`config.mk`:
```
export PLATFORM = sky130hd
export DESIGN_NAME = decoder_seq_nto2n
export DESIGN_NICKNAME = d
export VERILOG_FILES = /design/src/rtl/decoder_seq_pkg.sv /design/src/rtl/decoder_hold_timer.sv /design/src/rtl/decoder_seq_nto2n.sv
export SDC_FILE = /design/constraint.sdc
export NUM_CORES = 1
export LEC_CHECK = 0
export CORE_UTILIZATION = 43
export DETAILED_ROUTE_END_ITERATION = 7
export PLACE_DENSITY = 0.86
export REMOVE_ABC_BUFFERS = 1
export SETUP_SLACK_MARGIN = 0.4
export SLEW_MARGIN = 40
export SYNTH_ARGS = -nofsm -noshare
export SYNTH_HDL_FRONTEND = slang
export SYNTH_HIERARCHICAL = 1
export SYNTH_SLANG_ARGS = --single-unit
```
`constraint.sdc`:
```
create_clock -name clk -period 1.9 [get_ports clk]
set_input_delay 0.38 -clock clk [delete_from_list [all_inputs] [get_ports clk]]
set_output_delay 0.38 -clock clk [all_outputs]
set_load 0.01 [all_outputs]
```
`src/rtl/decoder_seq_pkg.sv`:
```
// Shared types and helpers for the timed one-hot line decoder.
package decoder_seq_pkg;

    typedef enum logic {
        IDLE   = 1'b0,
        ACTIVE = 1'b1
    } state_e;

    // A hold request of 0 is stretched to this many cycles.
    localparam int unsigned HOLD_MIN   = 1;

    // Widest decode the helper can produce; callers slice down to their width.
    localparam int unsigned ONEHOT_MAX = 256;

    // One-hot of sel, or all-zero when sel does not name an existing line.
    function automatic logic [ONEHOT_MAX-1:0] onehot(input logic [31:0] sel,
                                                     input int unsigned num_out);
        logic [ONEHOT_MAX-1:0] r;
        r = '0;
        if ((sel < num_out) && (sel < ONEHOT_MAX)) begin
            r[sel[7:0]] = 1'b1;
        end
        return r;
    endfunction

endpackage

```
`src/rtl/decoder_hold_timer.sv`:
```
// Hold-time down-counter: loads a request length (0 clamped to 1) and
// counts it down; last_o marks the final cycle of the hold.
module decoder_hold_timer
    import decoder_seq_pkg::*;
#(
    parameter int HOLD_W = 4
) (
    input  logic              clk,
    input  logic              reset,
    input  logic              load_i,
    input  logic [HOLD_W-1:0] load_val_i,
    output logic [HOLD_W-1:0] cnt_o,
    output logic              last_o
);

    logic [HOLD_W-1:0] cnt_q, cnt_d;

    // Next count: a load wins over the decrement; the count parks at 0.
    always_comb begin
        cnt_d = cnt_q;
        if (load_i) begin
            cnt_d = (load_val_i == '0) ? HOLD_W'(HOLD_MIN) : load_val_i;
        end else if (cnt_q != '0) begin
            cnt_d = cnt_q - HOLD_W'(1);
        end
    end

    // Count register with synchronous reset.
    always_ff @(posedge clk) begin
        if (reset) cnt_q <= '0;
        else       cnt_q <= cnt_d;
    end

    assign cnt_o  = cnt_q;
    assign last_o = (cnt_q == HOLD_W'(1));

endmodule

```
`src/rtl/decoder_seq_nto2n.sv`:
```
// Registered binary-to-one-hot line driver with valid/ready intake and a
// per-request hold time. Back-to-back requests hand over on the last cycle
// with no idle gap. Selects beyond NUM_OUT are timed but drive no line and
// raise err for one cycle.
// Build option: DECODER_ACTIVE_LOW_EN drives d one-cold (idle = all ones).
module decoder_seq_nto2n
    import decoder_seq_pkg::*;
#(
    parameter int SEL_W   = 3,
    parameter int NUM_OUT = 8,
    parameter int HOLD_W  = 4
) (
    input  logic               clk,
    input  logic               reset,
    input  logic               in_valid,
    output logic               in_ready,
    input  logic [SEL_W-1:0]   sel,
    input  logic [HOLD_W-1:0]  hold,
    output logic [NUM_OUT-1:0] d,
    output logic               busy,
    output logic               done,
    output logic               err
);

    localparam int unsigned NOUT = NUM_OUT;

    state_e               state_q, state_d;
    logic [NUM_OUT-1:0]   d_q, d_d;
    logic                 err_q, err_d;
    logic                 accept;
    logic                 last;
    logic                 sel_bad;
    logic [ONEHOT_MAX-1:0] oh_full;
    logic [HOLD_W-1:0]    cnt_unused;

    assign oh_full = onehot(32'(sel), NOUT);
    assign sel_bad = (32'(sel) >= NOUT);
    assign accept  = in_valid && in_ready;

    // Upper decode bits can never be set for a legal line index.
    if (NUM_OUT < ONEHOT_MAX) begin : g_oh_tail
        logic unused_oh_tail;
        assign unused_oh_tail = ^oh_full[ONEHOT_MAX-1:NUM_OUT];
    end

    decoder_hold_timer #(
        .HOLD_W (HOLD_W)
    ) u_timer (
        .clk        (clk),
        .reset      (reset),
        .load_i     (accept),
        .load_val_i (hold),
        .cnt_o      (cnt_unused),
        .last_o     (last)
    );

    // Next state and ready: open for a request in IDLE and on the last held cycle.
    always_comb begin
        state_d  = state_q;
        in_ready = 1'b0;
        case (state_q)
            IDLE: begin
                in_ready = 1'b1;
                if (in_valid) state_d = ACTIVE;
            end
            ACTIVE: begin
                if (last) begin
                    in_ready = 1'b1;
                    if (!in_valid) state_d = IDLE;
                end
            end
            default: state_d = IDLE;
        endcase
    end

    // Line register: a new accept replaces the line outright, so the
    // handover is never multi-hot; otherwise clear after the last cycle.
    always_comb begin
        d_d   = d_q;
        err_d = accept && sel_bad;
        if (accept) begin
            d_d = oh_full[NUM_OUT-1:0];
        end else if ((state_q == ACTIVE) && last) begin
            d_d = '0;
        end
    end

    // State, line and error registers with synchronous reset.
    always_ff @(posedge clk) begin
        if (reset) begin
            state_q <= IDLE;
            d_q     <= '0;
            err_q   <= 1'b0;
        end else begin
            state_q <= state_d;
            d_q     <= d_d;
            err_q   <= err_d;
        end
    end

    assign busy = (state_q == ACTIVE);
    assign done = (state_q == ACTIVE) && last;
    assign err  = err_q;

`ifdef DECODER_ACTIVE_LOW_EN
    assign d = ~d_q;
`else
    assign d = d_q;
`endif

endmodule

```
---- Yosys cells after proc, flatten, opt, wreduce, memory -nomap -nowiden ----
Index checks and enable logic that the tools add are counted.
Widths: inputs -> output; s select.
storage, ports and cells
  register bits after elaboration ......... 13
  input port bits ......................... 10
  output and inout port bits .............. 12
  word-level logic and storage cells ...... 27
cells by class
  add/subtract/negate cells ............... 1
  magnitude comparators ................... 2
  eq/ne operators ......................... 1
  mux-type cells .......................... 12
  bitwise gates (word level) .............. 1
  reductions and logical operators ........ 7
operators by type and width
  kind                 number
  $mux 8               2
  $mux 4               3
  $lt 3x9->1 const B   1
  $eq 4x1->1 const B   1
  $logic_not 4->1      1
  $mux 1               4
  $pmux 1 s2           2
  $reduce_bool 2->1    2
  $reduce_bool 4->1    1
  $sub 4x1->4 const B  1
  $demux 1 s3          1
  $ge 3x1->1 const B   1
  $logic_and 1x1->1    3
  $not 1->1            1

---- Longest topological paths before layout ----
  word-level depth ........................ 5
  depth in mapped cells ................... 9
  gate-level depth less buffers ........... 9

---- By module ----
The synthesis kept the hierarchy.
by module, submodules not included
  module              instances  cells an instance  area each (µm²)  seq. area each (µm²)
  decoder_seq_nto2n   1          33                 380.4            180.2
  decoder_hold_timer  1          28                 259.0            80.1

---- Worst setup path after synthesis ----
OpenSTA, ideal clock, no wires.
  kind .................................... flip-flop to flip-flop
  start point ............................. reg u_timer.cnt_q[1] (netlist: u_timer/cnt_o[1])
  end point ............................... reg u_timer.cnt_q[3] (netlist: u_timer/cnt_o[3])
  setup time .............................. 0.092 ns
  arrival ................................. 1.606 ns
  required time ........................... 1.808 ns
  path slack .............................. 0.202 ns
  cell stages (with the launch flop) ...... 9
  buffers on the path ..................... 0
  period minus slack after synthesis ...... 1.698 ns
  cells stage by stage .................... dfxtp_1 -> inv_1 -> ha_1 -> nor3b_1 -> nor2b_4 -> inv_2 -> and2_2 -> or2_2 -> o32ai_1
on the way
  word-level cells in the longest chain between the ends .. 5
  elaborated cells between the ends (all ways) .. 9
  those cells by class .................... add/sub: 1; eq/ne: 1; mux: 4; reduce/logical: 3
RTL lines
  item                                         line                      source
  from (decl)                                  decoder_hold_timer.sv:16  logic [HOLD_W-1:0] cnt_q, cnt_d;
  from (signal assigned)                       decoder_hold_timer.sv:31  else cnt_q <= cnt_d;
  $eq 4x1->1 (*)                               decoder_hold_timer.sv:35  assign last_o = (cnt_q == HOLD_W'(1));
  net last                                     decoder_seq_nto2n.sv:31   logic last;
  $mux 1 (*)                                   decoder_seq_nto2n.sv:67   if (last) begin
  $pmux 1 s2 (*)                               decoder_seq_nto2n.sv:61   case (state_q)
  net in_ready                                 decoder_seq_nto2n.sv:16   output logic in_ready,
  $logic_and 1x1->1 (*)                        decoder_seq_nto2n.sv:38   assign accept = in_valid && in_ready;
  net accept                                   decoder_seq_nto2n.sv:30   logic accept;
  $mux 4 or $reduce_bool 2->1 (tied branches)  -
The timed path passes the listed nets; every way through them passes the cells marked *. The select of a mux whose other input is x is not followed.
A chain may end at the register's enable or synchronous reset.

---- Worst setup path in the final report ----
  start point ............................. reg u_timer.cnt_q[1] (netlist: u_timer/cnt_o[1])
  end point ............................... out in_ready
on the way
  word-level cells in the longest chain between the ends .. 3
RTL lines
  item        line
  $eq 4x1->1  decoder_hold_timer.sv:35
  net last    decoder_seq_nto2n.sv:31
  $mux 1      decoder_seq_nto2n.sv:67
  $pmux 1 s2  decoder_seq_nto2n.sv:61
  to (decl)   decoder_seq_nto2n.sv:16
The timed path passes the listed nets, and every way through them passes these cells.

==> qor.yml <==
status: "finished, final reports clean"
gp_congestion: 0.824
synth.most_common_cell: "dfxtp_1"
r2r_slack_ns: 0.15
grt_usage: 0.229
worst_slew_pin_slew_ns: 0.526
die_h_um: 40.6
overflow: 0
via_per_inst: 5.76
cts_buffer_depth: 2
synth_top_cell_by_area: "dfxtp_1"
placed_cells: 101
max-slew-margin-rel: 0.648
io_buffers: 20
start_util: 0.474
vdd_drop_max_uv: 677
die_x_um: 40.6
synth_common_cells: "dfxtp_1 (13), a32o_1 (6), nor2_1 (4), nor3_1 (4)"
clkLatencyLatePin_ns: 0.28
end_kind: "output port"
synth_ff_type: "dfxtp_1"
vias: 639
core_area_um2: 1350
whs_path_depth: 1
cts_tree: "built"
dpl_cell_area_um2: 896
netlist_area_um2: 639
critPathRequiredTime_ns: 1.52
instances_no_fill: 111
htree_num_levels: 1
clkSlewWorstSetupHoldPaths_ns: 0.07
synthArstFlopShare: 0
syn_inst: 61
fin_setup_tns_ns: 0
grt_pass1_vias: 553
cts-root-buf: "clkbuf_4"
post-route-period-util: 0.931
numCtsBuffers: 3
finalSetupViolations: 0
crit_fanout: 3
avgRoutedWirePerCell_um: 16.1
timing.rr.start: "u_timer/cnt_o[1]$_SDFFE_PP0P_"
startpoint_type: "register"
fin_area_um2: 1040
rsz0062_at_grt: "yes"
synth_top_cell_area_share: 0.407
drt_iter0_markers: 23
synthTopCellsByArea: "dfxtp_1 (41%), a32o_1 (9.4%), ha_1 (5.9%)"
synth.ff_latch_count: 13
nFillCells: 94
p_total_mw: 1.05
critical_path_class: "register to output port"
hold_viol_final: 0
antenna_found_initial: 0
drc_errors: 0
final_antenna_net_count: 0
rr_endpoint: "d[5]$_SDFFE_PP0P_"
worst_clock_skew_ns: 0.00127
drt_first_pass_iters: 4
yosys.cell_types.count: 30
clock-sinks: 13
power_density_nw_per_um2: 1010
layout.nets: 110
grt_first_pass_wirelength_um: 2320
worstHoldStart: "d[1]$_SDFFE_PP0P_"
finalCriticalPeriod_ns: 1.77
grt_start_max_net_pins: 12
hp-class: "register to register"
num_rows: 13
areaGrowthSynthToFinish_pct: 62.4
worst_hold_slack_ns: 0.464
ff2ff_path_depth: 10
clock.fmax_mhz: 566
dp_hpwl_um: 1070
yosysWarnings: 6
hold_end: "d[1]$_SDFFE_PP0P_"
max_cap_violations: 0
dieArea_um2: 1650
io_pins: 22
avgSynthCellArea_um2: 10.5
drive_gt1_frac: 0.438
cp.arrival_ns: 1.39
power.leakage_nw: 0.445
ys_seq_area_frac: 0.407
drv_slew: 0
wirelength_um: 1780
synth_edf_count: 0
diodes: 0
cells by family (layout without fill, tap and decap cells):
logic type	after synthesis	after routing	synth area share
and+or+nand+nor	23	23	0.268
adders and majority gates	3	3	0.0587
other	1	1	0.00587
DFF	13	13	0.407
AOI/OAI and AO/OA	12	12	0.166
buffers and inverters	5	40	0.0352
xor gates and xnor gates	3	3	0.0411
muxes	1	1	0.0176
placed cells by master (no fill, tap or decap):
cell type,instances
dfxtp_1,11
buf_4,10
clkdlybuf4s50_1,9
dlygate4sd2_1,9
a32o_1,6
inv_2,4
nor2_1,4
nor3_1,3
nor3b_4,3
clkbuf_4,3
buf_6,3
xnor2_1,3
nand2_1,3
and2_4,2
ha_1,2
dfxtp_2,2
nor2b_4,1
and3_4,1
and2b_4,1
nor3_4,1
a22o_2,1
nor2b_1,1
a22o_1,1
conb_1,1
clkbuf_1,1
clkdlybuf4s15_2,1
or2_4,1
o32ai_2,1
or3_4,1
a21oi_2,1
mux2_4,1
o22ai_2,1
nor3_2,1
a211oi_2,1
ha_4,1
worst max-delay path, stage by stage, from the launching register on:
cell and delay (ns):
dfxtp_2 0.34, inv_2 0.05, ha_4 0.15, nor3b_4 0.14, buf_4 0.15, nor2b_4 0.11
inv_2 0.05, buf_6 0.11
how the worst max path moves through the flow:
stage | startpoint | endpoint
global route | u_timer/cnt_o[1]$_SDFFE_PP0P_ | in_ready
finish | u_timer/cnt_o[1]$_SDFFE_PP0P_ | in_ready
floorplan | u_timer/cnt_o[1]$_SDFFE_PP0P_ | u_timer/cnt_o[3]$_SDFFE_PP0P_
CTS | u_timer/cnt_o[1]$_SDFFE_PP0P_ | in_ready
detailed placement | u_timer/cnt_o[1]$_SDFFE_PP0P_ | in_ready
global placement | u_timer/cnt_o[1]$_SDFFE_PP0P_ | in_ready
state kept, by name (all words and copies together) (netlist names):
| signal | flops |
|---|---|
| d | 8 |
| u_timer/cnt_o | 4 |
| busy | 1 |
power by group:
part | switching, mW | internal [mW] | total, mW
Clock | 0.0909 | 0.0817 | 0.173
Combinational | 0.224 | 0.304 | 0.527
Sequential | 0.0373 | 0.310 | 0.347
per-layer routing:
layer | global-route usage | vias to the layer above | share of wire | wire length (um)
met1 | 0.259 | 310 | 0.40 | 709
met3 | 0.0667 | 10 | 0.057 | 101
met4 | 0.167 | 0 | 0.042 | 75
li1 | - | 292 | - | -
met5 | 0 | - | 0 | 0
met2 | 0.361 | 27 | 0.50 | 895
layout make-up:
| cell class | count | area (um^2) | share of cell area |
|---|---|---|---|
| Clock buffer | 4 | 26.3 | 0.0253 |
| Inverter | 4 | 15.0 | 0.0145 |
| Multi-Input combinational cell | 43 | 427 | 0.411 |
| Sequential cell | 13 | 263 | 0.253 |
| Tap cell | 15 | 18.8 | 0.0181 |
| Timing Repair Buffer | 32 | 289 | 0.278 |
per-stage QoR:
step           setup WS (ns)  utilization
3_5_place_dp          0.0334        0.664
3_3_place_gp          0.0619        0.664
5_1_grt               0.0751        0.769
4_1_cts                0.153        0.728
6_report               0.132        0.769
2_1_floorplan          0.202            -
repair_timing:
action,in CTS,in global routing
setup buffers,2,4
endpoints found under the setup margin,23,14
pin swaps,5,2
hold buffers,0,0
resized for setup,31,7
No activity file was read; power rests on OpenSTA's default activity.
